### src/rtl/uart_rx_fifo_if.sv
// Purpose: bundles the receive-buffer push, pop, control and status signals.
// Latency: none, wiring only.
// Backpressure: none here; the buffer drops on full and ignores pops on empty.
interface uart_rx_fifo_if #(
    parameter int ADDR_W = 4
);
    logic              rx_done;
    logic [7:0]        rx_data;
    logic              rd_en;
    logic              flush;
    logic              clr_overrun;
    logic [7:0]        rd_data;
    logic              rd_valid;
    logic              empty;
    logic              full;
    logic              almost_full;
    logic [ADDR_W:0]   count;
    logic              overrun;

    // Requester side: receiver plus register interface.
    modport master (
        output rx_done, rx_data, rd_en, flush, clr_overrun,
        input  rd_data, rd_valid, empty, full, almost_full, count, overrun
    );

    // Buffer side.
    modport slave (
        input  rx_done, rx_data, rd_en, flush, clr_overrun,
        output rd_data, rd_valid, empty, full, almost_full, count, overrun
    );
endinterface

### src/rtl/uart_rx_fifo.sv
// Purpose: circular byte buffer between the UART receiver and the register read port.
// Latency: write lands on the rx_done rising edge; pop data appears one cycle after rd_en.
// Backpressure: none; a byte arriving while full is dropped and flagged as sticky overrun.
module uart_rx_fifo #(
    parameter int DEPTH        = 16,
    parameter int ADDR_W       = 4,
    parameter int AFULL_THRESH = 12
) (
    input  logic            clk,
    input  logic            a_resetn,
    uart_rx_fifo_if.slave   bus
);
    localparam logic [ADDR_W:0] DEPTH_C = (ADDR_W+1)'(DEPTH);
    localparam logic [ADDR_W:0] AFULL_C = (ADDR_W+1)'(AFULL_THRESH);

    logic [7:0]        mem [DEPTH];
    logic [ADDR_W-1:0] wptr;
    logic [ADDR_W-1:0] rptr;
    logic [ADDR_W:0]   cnt;
    logic              rx_done_q;
    logic [7:0]        rd_data_q;
    logic              rd_valid_q;
    logic              overrun_q;

    logic              empty_w;
    logic              full_w;
    logic              wr_req;
    logic              rd_ok;
    logic              wr_ok;
    logic              ovr_evt;

    // Status is a pure function of the occupancy counter, never of pointer comparison.
    assign empty_w = (cnt == '0);
    assign full_w  = (cnt == DEPTH_C);

    // A pop on a full buffer frees the slot the simultaneous push needs.
    assign wr_req  = bus.rx_done & ~rx_done_q;
    assign rd_ok   = bus.rd_en & ~empty_w;
    assign wr_ok   = wr_req & (~full_w | rd_ok);
    assign ovr_evt = wr_req & full_w & ~rd_ok;

    // Storage has no reset; flush blocks the write so the slot is not claimed.
    always_ff @(posedge clk) begin
        if (wr_ok && !bus.flush) begin
            mem[wptr] <= bus.rx_data;
        end
    end

    // Pointers, occupancy, read port and flags; flush wins over any push/pop.
    always_ff @(posedge clk or negedge a_resetn) begin
        if (!a_resetn) begin
            wptr       <= '0;
            rptr       <= '0;
            cnt        <= '0;
            rx_done_q  <= 1'b0;
            rd_data_q  <= 8'h00;
            rd_valid_q <= 1'b0;
            overrun_q  <= 1'b0;
        end else begin
            rx_done_q <= bus.rx_done;

            if (ovr_evt) begin
                overrun_q <= 1'b1;
            end else if (bus.clr_overrun) begin
                overrun_q <= 1'b0;
            end

            if (bus.flush) begin
                wptr       <= '0;
                rptr       <= '0;
                cnt        <= '0;
                rd_valid_q <= 1'b0;
            end else begin
                rd_valid_q <= rd_ok;
                if (rd_ok) begin
                    rd_data_q <= mem[rptr];
                    rptr      <= rptr + 1'b1;
                end
                if (wr_ok) begin
                    wptr <= wptr + 1'b1;
                end
                case ({wr_ok, rd_ok})
                    2'b10:   cnt <= cnt + 1'b1;
                    2'b01:   cnt <= cnt - 1'b1;
                    default: cnt <= cnt;
                endcase
            end
        end
    end

    assign bus.rd_data     = rd_data_q;
    assign bus.rd_valid    = rd_valid_q;
    assign bus.empty       = empty_w;
    assign bus.full        = full_w;
    assign bus.almost_full = (cnt >= AFULL_C);
    assign bus.count       = cnt;
    assign bus.overrun     = overrun_q;
endmodule

### src/flat_wrapper.sv
// flat-port wrapper written by rule: the top's interface ports become plain ports
module uart_rx_fifo_flat 
#(
    parameter int DEPTH        = 16,
    parameter int ADDR_W       = 4,
    parameter int AFULL_THRESH = 12
)
  (clk, a_resetn, bus_rx_done, bus_rx_data, bus_rd_en, bus_flush, bus_clr_overrun, bus_rd_data, bus_rd_valid, bus_empty, bus_full, bus_almost_full, bus_count, bus_overrun);
  uart_rx_fifo_if #(.ADDR_W(ADDR_W)) bus_i ();
  input  logic clk;
  input  logic a_resetn;
  input wire logic [$bits(bus_i.rx_done)-1:0] bus_rx_done;
  input wire logic [$bits(bus_i.rx_data)-1:0] bus_rx_data;
  input wire logic [$bits(bus_i.rd_en)-1:0] bus_rd_en;
  input wire logic [$bits(bus_i.flush)-1:0] bus_flush;
  input wire logic [$bits(bus_i.clr_overrun)-1:0] bus_clr_overrun;
  output wire logic [$bits(bus_i.rd_data)-1:0] bus_rd_data;
  output wire logic [$bits(bus_i.rd_valid)-1:0] bus_rd_valid;
  output wire logic [$bits(bus_i.empty)-1:0] bus_empty;
  output wire logic [$bits(bus_i.full)-1:0] bus_full;
  output wire logic [$bits(bus_i.almost_full)-1:0] bus_almost_full;
  output wire logic [$bits(bus_i.count)-1:0] bus_count;
  output wire logic [$bits(bus_i.overrun)-1:0] bus_overrun;
  assign bus_i.rx_done = bus_rx_done;
  assign bus_i.rx_data = bus_rx_data;
  assign bus_i.rd_en = bus_rd_en;
  assign bus_i.flush = bus_flush;
  assign bus_i.clr_overrun = bus_clr_overrun;
  assign bus_rd_data = bus_i.rd_data;
  assign bus_rd_valid = bus_i.rd_valid;
  assign bus_empty = bus_i.empty;
  assign bus_full = bus_i.full;
  assign bus_almost_full = bus_i.almost_full;
  assign bus_count = bus_i.count;
  assign bus_overrun = bus_i.overrun;
  uart_rx_fifo #(.DEPTH(DEPTH), .ADDR_W(ADDR_W), .AFULL_THRESH(AFULL_THRESH)) u_core (.clk(clk), .a_resetn(a_resetn), .bus(bus_i));
endmodule
### config.mk
export PLATFORM = sky130hd
export DESIGN_NAME = uart_rx_fifo_flat
export DESIGN_NICKNAME = d
export VERILOG_FILES = /design/src/rtl/uart_rx_fifo_if.sv /design/src/rtl/uart_rx_fifo.sv /design/src/flat_wrapper.sv
export SDC_FILE = /design/constraint.sdc
export NUM_CORES = 1
export LEC_CHECK = 0
export CAP_MARGIN = 20
export CORE_ASPECT_RATIO = 2
export CORE_MARGIN = 10
export CORE_UTILIZATION = 45
export CTS_BUF_LIST = sky130_fd_sc_hd__clkbuf_4 sky130_fd_sc_hd__clkbuf_8 sky130_fd_sc_hd__clkbuf_16
export CTS_CLUSTER_DIAMETER = 80
export DETAILED_ROUTE_END_ITERATION = 6
export PLACE_DENSITY = 0.74
export SETUP_SLACK_MARGIN = 0.05
export SYNTH_ARGS = -nofsm -noshare
export SYNTH_HDL_FRONTEND = slang
export SYNTH_SLANG_ARGS = --single-unit
### constraint.sdc
create_clock -name clk -period 3.63 [get_ports clk]
set_input_delay 0.363 -clock clk [delete_from_list [all_inputs] [get_ports clk]]
set_output_delay 0.363 -clock clk [all_outputs]
set_load 0.05 [all_outputs]
==> impl_metrics.yaml <==
run_status:
  outcome: "complete, no violations"
final_layout:
  fillers: 1038
  final_common_cell: "edfxtp_1"
  multiInputGateArea_sq_um: 1620
  most-common-layout-cells: "edfxtp_1 (128), mux4_2 (32), clkdlybuf4s50_1 (31)"
  nets: 417
  ff_latch_area_sq_um: 4450
  insertedDiodeCount: 0
  fin_cells: 562
  area_growth_pct: 18.8
  fin_util: 0.544
  layout-drive-gt1-share: 0.226
synthesis:
  yosys-top-cells-area: "edfxtp_1 (62%), mux4_2 (12%), dfrtp_1 (9.7%), mux2i_1 (2.7%), ha_1 (1.6%)"
  synth-seq-cells: 152
  async_flop_share: 0.158
  synth-edff-count: 128
  synthesis.area_sq_um: 6190
  syn_area_per_cell_sq_um: 18.0
  ys_seq_area_frac: 0.718
  synth_top_area_frac: 0.621
  synthFlopType: "edfxtp_1"
  yosys.area.top_type: "edfxtp_1"
  synth_nets: 366
  ys_types: 40
  syn_inst: 343
  yosysWarnings: 0
cts:
  cts_htree_levels: 4
  cts_resized: 0
  cts_root_buf: "clkbuf_16"
  cts_setup_buffers: 0
  holdBufCountCts: 0
  cts_buffer_depth: 2
  cts_buffers: 17
  clk_latency_ps: 420
  numClockSinks: 152
  clkTransAtPathRegs_ps: 60
  cts_tree: "built"
critical_path:
  r2r_start: "u_core.bus.count[1]"
  regToRegEndpoint: "u_core.bus.count[4]"
  slowest_stage: "clkdlybuf4s50_1"
  cp_data_required_time_ps: 3270
  cp-start-kind: "register"
  path_cells: "or4_1 > nor2_1 > clkdlybuf4s50_1"
  crit_path_max_incr_delay_ps: 820
  cp_max_fo: 7
  worstSetupPathType: "reg2out"
  r2r_slack_ps: 940
  critPathArrivalTime_ps: 2510
  rr_worst_depth: 9
  timing.critical_path.from: "u_core.bus.count[1]"
  end_kind: "primary output"
timing:
  slew_violations: 0
  hold_viol: 0
  finalWorstSetupSlack_ps: 756
  finalSetupTns_ps: 0
  rsz0062_at_grt: "no"
  fin_skew_ps: 8.35
  max_freq_ghz: 0.348
  maxSlewHeadroom: 0.465
  layout_min_cycle_time_ps: 2870
  setup_violations: 0
  fin_crit_sh: 0.792
  tightest_slew_ps: 803
die:
  io_pins: 32
  die_area_sq_um: 19100
  die_height_microns: 186
  core-area_sq_um: 13500
  start_util: 0.458
  die_x_microns: 103
  num_rows: 60
power:
  leakagePower_uw: 0.00249
  power.density_nw_per_um2: 669
  vdd_ir_drop_max_mv: 0.388
hold_path:
  hold_class: "in2async"
route:
  viasPerCell: 5.86
  first_pass_iters: 4
  routed_wl_microns: 13400
  drtIter0Drc: 171
  routed-via-count: 3292
  detail-route-antenna-nets: 0
  routedWlPerCell_microns: 23.8
  drc_errors: 0
global_route:
  met3_usage: 0.0364
  grt_overflow: 0
  grt_pass1_wl_microns: 20500
  busiest_layer: "met2"
  antenna_found_initial: 0
  gr-usage-met2: 0.268
  grtUsageMet1: 0.152
  grt_pass1_vias: 3520
  grtUsageTotal: 0.148
  grt_max_degree: 23
flow_run:
  maxCapViolations: 0
placement:
  dp_slack_ps: 785
  gp_congestion: 0.846
  placed_cells: 530
  port_buffers: 31
  hpwl_microns: 9280
-- synthesized netlist by cell type, types with 5 or more instances --
master,count
clkbuf_1,9
dfrtp_1,24
edfxtp_1,128
ha_1,8
inv_1,9
mux2i_1,17
mux4_2,32
nand2_1,18
nand2b_1,6
nor2_1,24
nor3_1,7
o21ai_0,5
o221ai_1,8
xor2_1,5
-- power by group --
group	internal, uW	switching [uW]	total, uW
Combinational	448	658	1110
Clock	1040	676	1720
Sequential	1980	117	2090
Total	3470	1450	4920
-- flip-flops by register name, indices dropped and copies added (netlist names) --
| signal | flops |
|---|---|
| u_core.mem | 128 |
| u_core.bus.rd_valid | 1 |
| u_core.rx_done_q | 1 |
| u_core.rptr | 4 |
| u_core.wptr | 4 |
| u_core.bus.count | 5 |
| u_core.bus.overrun | 1 |
| u_core.bus.rd_data | 8 |
-- critical path: cells and delay by family (launching register included) --
| kind | cells | cell delay, ps |
|---|---|---|
| AND/OR/NAND/NOR | 2 | 860 |
| buffers and inverters | 1 | 820 |
| flip-flops | 1 | 420 |
-- metal layers --
layer  share of wire  wire length (microns)
met1            0.35                   4730
met5               0                      0
met3           0.048                    645
met4           0.030                    404
met2            0.57                   7580
-- per-stage QoR --
step / hold slack, ps / power [uW] / instance area (sq um)
floorplan: 67.4 / 2890 / 6190
global placement: 488 / 3210 / 6750
detailed placement: 480 / 3250 / 6770
CTS: 247 / 4950 / 7350
global route: 257 / 5090 / 7350
finish: 247 / 4920 / 7350
-- kinds of logic after synthesis --
group           count (synthesis)  share of synthesized area
compound gates                 25                     0.0303
simple gates                   70                     0.0536
mux                            50                      0.146
buf+inv                        29                     0.0212
fa+ha+maj                       9                     0.0194
xor+xnor                        8                     0.0113
flops                         152                      0.718
-- worst max path at each step --
stage / end / cells past startpoint
3_5_place_dp: u_core.mem[12][0] / 5
4_1_cts: bus_full / 3
2_1_floorplan: u_core.bus.count[4] / 10
3_3_place_gp: u_core.mem[12][1] / 5
5_1_grt: bus_full / 3
6_report: bus_full / 3
-- layout make-up --
| cell class | instances | area share |
|---|---|---|
| Multi-Input combinational cell | 162 | 0.220 |
| Clock buffer | 21 | 0.0619 |
| Clock inverter | 11 | 0.0170 |
| Inverter | 10 | 0.00510 |
| Sequential cell | 152 | 0.605 |
| Tap cell | 155 | 0.0264 |
| Timing Repair Buffer | 51 | 0.0653 |
Power figures use the tool's default switching activity.
